[src/rtl/mux_sel_if.sv]
// mux_sel_if: request/grant/select bundle between the two sources and the sequencer
// master: source side (drives req_a, req_b and, with SEL_LOCK_EN, lock)
// slave: sequencer side (drives sel, grant_a, grant_b, sw, busy)
interface mux_sel_if;
  logic req_a, req_b, sel, grant_a, grant_b, sw, busy;
`ifdef SEL_LOCK_EN
  logic lock;
  modport master(output req_a, req_b, lock, input sel, grant_a, grant_b, sw, busy);
  modport slave(input req_a, req_b, lock, output sel, grant_a, grant_b, sw, busy);
`else
  modport master(output req_a, req_b, input sel, grant_a, grant_b, sw, busy);
  modport slave(input req_a, req_b, output sel, grant_a, grant_b, sw, busy);
`endif
endinterface

[src/rtl/mux_sel_sequencer.sv]
// mux_sel_sequencer: round-robin 2:1 mux select sequencer with dwell time and break-before-make guard
// clk, rst_n (async active-low); bus.req_a/req_b in; bus.sel, grant_a, grant_b, sw, busy out.
// SEL_LOCK_EN adds bus.lock: holds the current grant past dwell expiry while its request stays high.
module mux_sel_sequencer #(
  parameter int DWELL = 4,
  parameter int CW = 8
) (
  input logic clk,
  input logic rst_n,
  mux_sel_if.slave bus
);
  typedef enum logic [1:0] {IDLE, GNT_A, GNT_B, GUARD} state_t;
  localparam int D = DWELL < 1 ? 1 : DWELL;
  localparam logic [CW-1:0] LIM = CW'(D - 1);
  state_t state, state_n;
  logic [CW-1:0] cnt, cnt_n;
  logic sel, sel_n, sw, sw_n, last, last_n, nxt, nxt_n, enter, tgt, own, req_own, req_oth, lock;
`ifdef SEL_LOCK_EN
  assign lock = bus.lock;
`else
  assign lock = 1'b0;
`endif
  assign own = state == GNT_B;
  assign req_own = own ? bus.req_b : bus.req_a;
  assign req_oth = own ? bus.req_a : bus.req_b;
  always_comb begin
    state_n = state;
    cnt_n = cnt;
    sel_n = sel;
    sw_n = 1'b0;
    last_n = last;
    nxt_n = nxt;
    enter = 1'b0;
    tgt = 1'b0;
    case (state)
      IDLE: begin
        enter = bus.req_a | bus.req_b;
        tgt = !(bus.req_a & (!bus.req_b | last));
      end
      GUARD: begin
        state_n = IDLE;
        enter = bus.req_a | bus.req_b;
        tgt = (nxt ? bus.req_b : bus.req_a) ? nxt : !nxt;
      end
      default: begin
        cnt_n = cnt + 1'b1;
        if (!req_own) begin
          state_n = GUARD;
          nxt_n = !own;
        end else if (cnt == LIM && lock) cnt_n = cnt;
        else if (cnt == LIM && req_oth) begin
          state_n = GUARD;
          nxt_n = !own;
        end else if (cnt == LIM) cnt_n = '0;
      end
    endcase
    if (enter) begin
      state_n = tgt ? GNT_B : GNT_A;
      sel_n = tgt;
      sw_n = 1'b1;
      cnt_n = '0;
      last_n = tgt;
    end
    if (state_n == GUARD) sel_n = nxt_n;
  end
  always_ff @(posedge clk or negedge rst_n)
    if (!rst_n) begin
      state <= IDLE;
      cnt <= '0;
      sel <= 1'b0;
      sw <= 1'b0;
      last <= 1'b1;
      nxt <= 1'b0;
    end else begin
      state <= state_n;
      cnt <= cnt_n;
      sel <= sel_n;
      sw <= sw_n;
      last <= last_n;
      nxt <= nxt_n;
    end
  assign bus.sel = sel;
  assign bus.sw = sw;
  assign bus.grant_a = state == GNT_A;
  assign bus.grant_b = state == GNT_B;
  assign bus.busy = state != IDLE;
endmodule
[src/flat_wrapper.sv]
// flat-port wrapper written by rule: the top's interface ports become plain ports
module mux_sel_sequencer_flat 
#(
  parameter int DWELL = 4,
  parameter int CW = 8
)
  (clk, rst_n, bus_req_a, bus_req_b, bus_sel, bus_grant_a, bus_grant_b, bus_sw, bus_busy);
  mux_sel_if bus_i ();
  input logic clk;
  input logic rst_n;
  input wire logic [$bits(bus_i.req_a)-1:0] bus_req_a;
  input wire logic [$bits(bus_i.req_b)-1:0] bus_req_b;
  output wire logic [$bits(bus_i.sel)-1:0] bus_sel;
  output wire logic [$bits(bus_i.grant_a)-1:0] bus_grant_a;
  output wire logic [$bits(bus_i.grant_b)-1:0] bus_grant_b;
  output wire logic [$bits(bus_i.sw)-1:0] bus_sw;
  output wire logic [$bits(bus_i.busy)-1:0] bus_busy;
  assign bus_i.req_a = bus_req_a;
  assign bus_i.req_b = bus_req_b;
  assign bus_sel = bus_i.sel;
  assign bus_grant_a = bus_i.grant_a;
  assign bus_grant_b = bus_i.grant_b;
  assign bus_sw = bus_i.sw;
  assign bus_busy = bus_i.busy;
  mux_sel_sequencer #(.DWELL(DWELL), .CW(CW)) u_core (.clk(clk), .rst_n(rst_n), .bus(bus_i));
endmodule
[config.mk]
export PLATFORM = sky130hd
export DESIGN_NAME = mux_sel_sequencer_flat
export DESIGN_NICKNAME = d
export VERILOG_FILES = /design/src/rtl/mux_sel_if.sv /design/src/rtl/mux_sel_sequencer.sv /design/src/flat_wrapper.sv
export SDC_FILE = /design/constraint.sdc
export NUM_CORES = 1
export LEC_CHECK = 0
export BUFFER_PORTS_ARGS = -buffer_cell sky130_fd_sc_hd__buf_4
export CORE_MARGIN = 5
export CORE_UTILIZATION = 50
export CTS_BUF_LIST = sky130_fd_sc_hd__clkbuf_4
export CTS_CLUSTER_SIZE = 30
export DETAILED_ROUTE_END_ITERATION = 16
export GPL_ROUTABILITY_DRIVEN = 0
export PLACE_DENSITY_LB_ADDON = 0.12
export SYNTH_ARGS = -nofsm -noshare
export SYNTH_HDL_FRONTEND = slang
export SYNTH_SLANG_ARGS = --single-unit
[constraint.sdc]
create_clock -name clk -period 2.3 [get_ports clk]
set_input_delay 0.345 -clock clk [delete_from_list [all_inputs] [get_ports clk]]
set_output_delay 0.345 -clock clk [all_outputs]
set_load 0.03 [all_outputs]
Word-level counts from Yosys, hierarchy flattened
Index checks and enable logic that the tools add are counted.

word-level totals
  input bits = 4
  logic and storage cells = 47
  output and inout port bits = 5
  flip-flop bits (word level) = 14

operators by class
  reduce and logical (&&, ||, !) cells = 9
  eq/ne operators = 6
  bitwise logic cells = 3
  multiplexer cells = 22
  add/subtract/negate cells = 1

operator list
  cell                                                                    count
  8-bit two-way mux                                                       5
  1-bit two-way mux                                                       11
  8-bit by 1-bit adder with 8-bit output (second input constant)          1
  8-bit by 2-bit equality test with 1-bit output (second input constant)  1
  2-bit two-way mux                                                       4
  2-bit equality test (second input constant)                             3
  1-bit zero test                                                         4
  2-bit case mux with 2 select lines                                      1
  2-bit nonzero test                                                      2
  2-bit by 1-bit equality test with 1-bit output (second input constant)  1
  2-bit zero test                                                         1
  2-bit by 1-bit != test with 1-bit output (second input constant)        1
  1-bit bitwise OR                                                        2
  1-bit case mux with 2 select lines                                      1
  2-bit OR reduction                                                      1
  1-bit bitwise AND                                                       1
  1-bit logical AND                                                       1

Longest topological paths before layout
Gate-level depths: netlist of run 1.

  word-level depth = 9
  gate-level depth with buffers = 6
  depth with buffers taken out = 6

Worst setup path before layout of run 1
Ideal clock, no wire load.

  path type = register to register
  start point = reg u_core.state[0]
  end point = reg u_core.sel (netlist: u_core.bus.sel)
  stages on the path, launching flop included = 7
  slack = 0.480 ns
  path buffers = 0
  arrival time = 1.709 ns
  data required time = 2.189 ns
  library setup time = 0.111 ns
  period minus slack after synthesis = 1.820 ns
  cells stage by stage = dfrtp_1 inv_1 ha_1 mux2i_1 a41o_1 and2_1 a222oi_1

between the ends
  longest elaborated chain between the ends = 9
  elaborated cells on any way between the ends = 22
  those cells by class = eq/ne: 3; mux: 14; reduce/logical: 5

RTL lines
  what                                                     line                     RTL
  from (decl)                                              mux_sel_sequencer.sv:15  state_t state, state_n;
  from (signal assigned)                                   mux_sel_sequencer.sv:75  state <= state_n;
  2-bit equality test *                                    -
  named net bus_grant_b                                    flat_wrapper.sv:15       output wire logic [$bits(bus_i.grant_b)-1:0] bus_grant_b;
  1-bit two-way mux                                        mux_sel_sequencer.sv:25  assign req_oth = own ? bus.req_a : bus.req_b;
  1-bit logical AND                                        mux_sel_sequencer.sv:51  else if (cnt == LIM && req_oth) begin
  2-bit two-way mux                                        mux_sel_sequencer.sv:51
  2-bit two-way mux                                        mux_sel_sequencer.sv:47  if (!req_own) begin
  2-bit case mux with 2 select lines                       mux_sel_sequencer.sv:35  case (state)
  2-bit two-way mux                                        mux_sel_sequencer.sv:57  if (enter) begin
  2-bit equality test                                      mux_sel_sequencer.sv:64  if (state_n == GUARD) sel_n = nxt_n;
  1-bit two-way mux or 2-bit nonzero test (tied branches)  -
  to (signal assigned)                                     mux_sel_sequencer.sv:77  sel <= sel_n;
  to (decl)                                                mux_sel_sequencer.sv:17  logic sel, sel_n, sw, sw_n, last, last_n, nxt, nxt_n, enter, tgt, own, req_own, req_oth, lock;

Mark *: on every way through the listed nets, which the timed path passes. The rest lies on a longest branch. The select of a mux whose other input is x is not followed.
A chain may end at the register's enable or synchronous reset.

Worst setup path in the final report of run 1
  start point = reg u_core.state[0]
  end point = reg u_core.cnt[2]

between the ends
  longest elaborated chain between the ends = 7
  elaborated cells on any way between the ends = 13
  those cells by class = eq/ne: 3; mux: 7; reduce/logical: 3

RTL lines
  what                  line                     RTL
  2-bit equality test   mux_sel_sequencer.sv:23  assign own = state == GNT_B;
  1-bit two-way mux     mux_sel_sequencer.sv:25
  1-bit logical AND     mux_sel_sequencer.sv:51
  8-bit two-way mux     mux_sel_sequencer.sv:51
  8-bit two-way mux     mux_sel_sequencer.sv:47
  8-bit two-way mux     mux_sel_sequencer.sv:35
  8-bit two-way mux     mux_sel_sequencer.sv:57
  to (signal assigned)  mux_sel_sequencer.sv:76  cnt <= cnt_n;
  to (decl)             mux_sel_sequencer.sv:16  logic [CW-1:0] cnt, cnt_n;

Several ways; a longest one is shown, not always the timed one. The select of a mux whose other input is x is not followed.

==> run summary, run 1 <==
status: finished, final reports clean
CP max stage cell: nor3_1
total CTS buffers: 3
post-synthesis register bit count: 14
Met2 Wirelength: 808 um
Initial DRC Count: 26
CTS max path bufs: 2
CORE AREA: 1730 um^2
critical path arrival: 2.15 ns
f_max: 0.517 GHz
Setup Buffers After CTS: 0
VDD IR max: 0.940 mV
final hold vios: 0
synth warn: 0
MaxCap Viol Count: 0
Die Y: 52.4 um
skew final: 0.00467 ns
share of layout cells above drive strength 1: 17.1%
placed inst area: 976 um^2
Post-Synthesis Cells: 95
critical path startpoint category: register
CTS HTree Levels: 1
# diodes: 0
Chip Width: 52.4 um
initial antenna violation count: 0
Setup crit end kind: register
Cell variety after synth: 42
ys async rst share: 100%
post-route ant nets: 0
full die area: 2750 um^2
largest net degree at the start of global routing: 23
finished layout cell area: 1020 um^2
kind of critical path: reg2reg
Tmin final: 1.94 ns
fin crit share: 84.2%
Required @ worst endpoint: 2.51 ns
Pwr Density: 1380 nW/um^2
Worst-path clk slew: 0.09 ns
drt first pass iters: 4
final wirelength: 1860 um
static leakage: 0.482 nW
clk root buf: clkbuf_4
sequential area share after synthesis: 39.0%
RSZ-0062 raised after global routing: no
Hold Crit Class: in2async
GRT Util Overall: 15.9%
top sig layer: met4
first-pass GRT wire length: 3190 um
vias in the first global route: 705
Initial Util: 52.2%
Area growth, synth to finish: 12.8%
most numerous cell on the critical path: o21ai_0
DP HPWL: 1290 um
Bufs and invs on worst path: 2
Finish-stage setup viols: 0
Multi-input gate area: 507 um^2
Fillers: 164
DR WL/cell: 14.3 um
syn_area_per_cell: 9.48 um^2
post-synth net total: 104
clock latency on the worst-skew pair: 0.28 ns
critical path peak fanout: 22
Avg Vias per Cell: 5.56
Primary FF master, synth: dfrtp_1
Crit path max-delay family: simple AND/OR/NAND/NOR gates
GRT Residual Overflow: 0
drt drc: 0
Slew @ Worst Pin: 0.618 ns
relative slew slack: 58.5%
wire length on met3: 67 um
I/O pins: 9
Final Max Tran Viols: 0
final net count: 115
Synth Cell Area: 901 um^2
Port Buffer Count: 8
std cell rows: 15
CTS tree: built
Post-synth EDFFs: 0
crit-path cells: inv_1 -> ha_1 -> buf_4 -> nor3_1 -> o21ai_0 -> o21ai_0
total number of vias: 723
CP peak stage delay: 0.54 ns
register area: 352 um^2
M1 wire length: 968 um
Total Negative Setup Slacks: 0 ns
Clock Sinks: 14
[logic make-up after synthesis]
| group | share of synthesized area [%] |
|---|---|
| multiplexers | 2.22 |
| XOR/XNOR | 0.972 |
| flip-flops | 39.0 |
| AND/OR/NAND/NOR | 24.7 |
| adder cells (fa/ha/maj) | 6.94 |
| buffers and inverters | 4.72 |
| AO/OA/AOI/OAI | 21.4 |
[final timing paths]
kind,startpoint,to,slack [ns],depth (start not counted)
setup / recovery,u_core.state[0]$_DFF_PN0_,u_core.cnt[2]$_DFFE_PN0P_,0.36,6
hold / removal,rst_n,u_core.cnt[6]$_DFFE_PN0P_,0.44,2
setup reg to reg,u_core.state[0]$_DFF_PN0_,u_core.cnt[2]$_DFFE_PN0P_,0.36,6
hold reg to reg,u_core.last$_DFFE_PN1N_,u_core.last$_DFFE_PN1N_,0.50,2
max in group asynchronous,rst_n,u_core.last$_DFFE_PN1N_,1.61,2
min in group clk,bus_req_a,u_core.cnt[5]$_DFFE_PN0P_,0.46,3
[timing repair]
| action | in CTS | in global routing |
|---|---|---|
| endpoints found under the hold margin | 13 | 0 |
| gates resized for setup | 0 | 0 |
| hold buffers | 1 | 0 |
[power breakdown]
| part | switching (mW) | total [mW] | internal (mW) |
|---|---|---|---|
| Clock | 0.0837 | 0.163 | 0.0791 |
| Combinational | 0.496 | 0.831 | 0.336 |
| Sequential | 0.0668 | 0.404 | 0.338 |
[placed cells by master, fill, tap and decap left out, types with 2 or more instances in the layout]
cell and instances:
ha_1 5, nor3b_1 2, nand3_1 6, buf_4 9, nor2_1 5, o21bai_1 2, inv_1 5, nand2b_1 3
dfrtp_1 13, a31oi_1 5, o21ai_0 5, mux2i_1 2, nand3b_1 2, clkbuf_4 4, nor3_1 2, nand2_1 9
[cell type report]
class / instances / area share, %
Clock buffer: 4 / 2.96
Timing Repair Buffer: 10 / 7.64
Sequential cell: 14 / 34.6
Tap cell: 25 / 3.08
Inverter: 5 / 1.85
Multi-Input combinational cell: 72 / 49.9
[per-stage QoR]
step | setup slack, ns | util (%) | hold slack (ns) | total power, mW | std cells
floorplan | 0.480 | - | 0.0494 | 1.04 | 95
global placement | 0.432 | 56.5 | 0.210 | 1.22 | 125
detailed placement | 0.351 | 56.5 | 0.208 | 1.23 | 125
CTS | 0.337 | 58.8 | 0.442 | 1.39 | 130
global route | 0.207 | 58.8 | 0.446 | 1.51 | 130
finish | 0.364 | 58.8 | 0.439 | 1.40 | 130
[synth_stat cells (2+ instances only)]
cell type	number	area, um^2
a31oi_1	5	31.3
buf_4	2	15.0
dfrtp_1	13	325
ha_1	5	62.6
inv_1	5	18.8
mux2i_1	2	20.0
nand2_1	9	33.8
nand2b_1	3	18.8
nand3_1	6	30.0
nand3b_1	2	15.0
nor2_1	5	18.8
nor3_1	2	10.0
nor3b_1	2	15.0
o21ai_0	5	25.0
o21bai_1	2	15.0
[sequential cells by signal, indices dropped and copies added (netlist names)]
register        cells
u_core.bus.sw       1
u_core.last         1
u_core.state        2
u_core.bus.sel      1
u_core.cnt          8
u_core.nxt          1
[routing by layer]
metal / global-route usage (%) / vias up
met3: 2.56 / 2
met1: 23.4 / 336
li1: - / 371
met5: 0 / -
met2: 22.1 / 14
met4: 7.66 / 0
(Power assumes the default switching activity.)
==> run 2, diff against run 1 <==
ABC_AREA = 1   (was unset)
clock period = 1.58 ns   (was 2.3 ns; I/O delays follow)
==> run 2 against run 1 <==
Net effect: sequential power rose by 42%; area after synthesis down 0.56%; fmax up 25%; flip-flop and latch count unchanged; critical path depth rose by 4; critical endpoint is now u_core.bus.sel$_DFFE_PN0P_.
==> run summary, run 2 <==
largest net degree at the start of global routing: 15
Fillers: 139
total number of vias: 815
placed instance count: 149
total CTS buffers: 3
I/O pins: 9
synth warn: 0
ys async rst share: 100%
clock latency on the worst-skew pair: 0.29 ns
CTS max path bufs: 2
Synth area leader: dfrtp_1
critical path peak fanout: 5
drt drc: 0
DR WL/cell: 13.3 um
most frequent cell after synthesis: nand2_1
Post-Synthesis Cells: 109
relative slew slack: 83.6%
GRT Residual Overflow: 0
post-route ant nets: 0
kind of critical path: reg2reg
VDD IR max: 1.63 mV
Cell variety after synth: 22
critical path startpoint category: register
vias in the first global route: 855
RSZ-0062 raised after global routing: yes
Logic pwr share: 70.0%
crit-path cells: buf_4 -> ha_4 -> nand2_1 -> nand2_2 -> a21oi_4 -> nand2_4 -> a21oi_4 -> nand3_1 -> nand2_1 -> inv_1
Bufs and invs on worst path: 2
post-synthesis register bit count: 14
met3 GRT Util: 2.85%
Worst-path clk slew: 0.10 ns
Avg Vias per Cell: 5.19
Reg2Reg Launch Point: u_core.state[1]$_DFF_PN0_
# diodes: 0
Required @ worst endpoint: 1.78 ns
critical path arrival: 1.75 ns
Top reg by flops: u_core.cnt
status: finished, final reports clean
non-filler cells, final: 157
final net count: 142
Sw Share: 47.6%
Crit path max-delay family: flip-flops
Port Buffer Count: 8
final wirelength: 2090 um
CP max stage cell: dfrtp_2
most common cell after layout, fill and taps aside: nand2_1
static leakage: 0.553 nW
CP peak stage delay: 0.42 ns
top cell type's share of synthesized area: 36.3%
post-synth net total: 118
share of layout cells above drive strength 1: 37.1%
std cell rows: 15
Final Power: 2.65 mW
Synth area leaders: dfrtp_1 36%, nand2_1 9.2%, nand3_1 7.3%
placed inst area: 1060 um^2
Final Max Tran Viols: 0
Die Y: 52.3 um
met2 Use GR: 32.9%
worst setup path startpoint: u_core.state[1]$_DFF_PN0_
Primary FF master, synth: dfrtp_1
Pwr Density: 2270 nW/um^2
MaxCap Viol Count: 0
critical path depth: 10
FF-to-FF setup slack: 0.03 ns
Top Registers: u_core.cnt (8), u_core.state (2)
Finish-stage setup viols: 0
Post-synth EDFFs: 0
Clock Sinks: 14
Largest register FFs: 8
Tmin final: 1.55 ns
Critical Path End: u_core.bus.sel$_DFFE_PN0P_
Clock power frac: 8.4%
CTS HTree Levels: 1
r2r endpoint: u_core.bus.sel$_DFFE_PN0P_
Initial Util: 52.5%
syn_area_per_cell: 8.22 um^2
finished layout cell area: 1170 um^2
f_max: 0.645 GHz
GR peak layer: met2
switching power: 1.26 mW
commonest cells in the netlist: 22 x nand2_1, 13 x dfrtp_1, 13 x nand3_1
initial antenna violation count: 0
CTS tree: built
Synth Cell Area: 896 um^2
skew final: 0.0114 ns
Chip Width: 52.3 um
Slew @ Worst Pin: 0.245 ns
commonest cells after routing, fill and taps aside: 19 x nand2_1, 16 x buf_4, 13 x nand3_1, 12 x dfrtp_1, 9 x inv_1
sequential area share after synthesis: 39.2%
full die area: 2740 um^2
final hold vios: 0
first-pass GRT wire length: 3510 um
fin crit share: 98.1%
clk root buf: clkbuf_4
Initial DRC Count: 19
Hold Crit Class: in2reg
reg2reg path depth: 10
Setup crit end kind: register
internal power: 1.39 mW
drt first pass iters: 4
CORE AREA: 1710 um^2
Area growth, synth to finish: 30.3%
power share of the sequential group: 21.6%
met1 Track Usage GR: 17.3%
GRT Util Overall: 17.4%
DP HPWL: 1550 um
==> run 2: how the worst min path moves through the flow <==
stage	start	to	slack (ns)	cells past startpoint
3_5_place_dp	rst_n	u_core.cnt[6]$_DFFE_PN0P_	0.1	1
3_3_place_gp	rst_n	u_core.cnt[6]$_DFFE_PN0P_	0.1	1
2_1_floorplan	rst_n	u_core.bus.sel$_DFFE_PN0P_	-0.06	0
6_report	bus_req_b	u_core.cnt[1]$_DFFE_PN0P_	0.26	4
4_1_cts	bus_req_b	u_core.cnt[1]$_DFFE_PN0P_	0.26	4
5_1_grt	bus_req_b	u_core.cnt[1]$_DFFE_PN0P_	0.29	4
==> run 2: cell type report <==
type	instances	area (um^2)	share of cell area, %
Clock buffer	3	22.5	1.93
Inverter	17	68.8	5.89
Sequential cell	14	353	30.2
Clock inverter	1	3.75	0.322
Timing Repair Buffer	19	161	13.8
Multi-Input combinational cell	78	527	45.1
Tap cell	25	31.3	2.68
==> run 2: tightest hold or removal path, cell delays in order <==
cell and delay (ns):
buf_4 0.11, nor2_2 0.07, nand3_1 0.06, nand2_1 0.05
==> run 2: timing repair <==
item,in CTS,in global routing
hold buffers,1,0
gates resized for setup,0,10
setup endpoints to repair,1,9
hold endpoints to repair,13,0
pin swaps,2,8
buffers inserted,2,1
==> run 2: power groups by stage <==
stage               Sequential [mW]  Clock (mW)  Combinational [mW]
detailed placement            0.585           0                1.60
floorplan                     0.631           0                1.10
global placement              0.583           0                1.55
global route                  0.587       0.247                2.03
CTS                           0.571       0.227                1.72
finish                        0.574       0.223                1.86
==> run 2: stage by stage <==
step	setup slack (ns)	hold slack, ns	setup TNS, ns	util [%]
6_report	0.0300	0.262	0	68.4
5_1_grt	-0.0636	0.287	-0.0698	68.4
4_1_cts	0.0237	0.259	0	65.7
3_5_place_dp	-0.0544	0.0964	-0.0544	62.0
2_1_floorplan	0.0139	-0.0586	0	-
3_3_place_gp	-0.0211	0.0968	-0.0211	62.0
==> run 2: routing by layer <==
layer | share of wire (%) | up-vias
li1 | - | 403
met1 | 38 | 390
met2 | 56 | 16
met3 | 2.5 | 6
met4 | 2.6 | 0
met5 | 0 | -
==> run 2: logic make-up after synthesis <==
group	Yosys count	synth area share [%]
fa+ha+maj	5	6.98
flops	14	39.2
buf+inv	17	7.12
compound gates	15	13.8
simple gates	55	29.9
xor+xnor	3	2.93
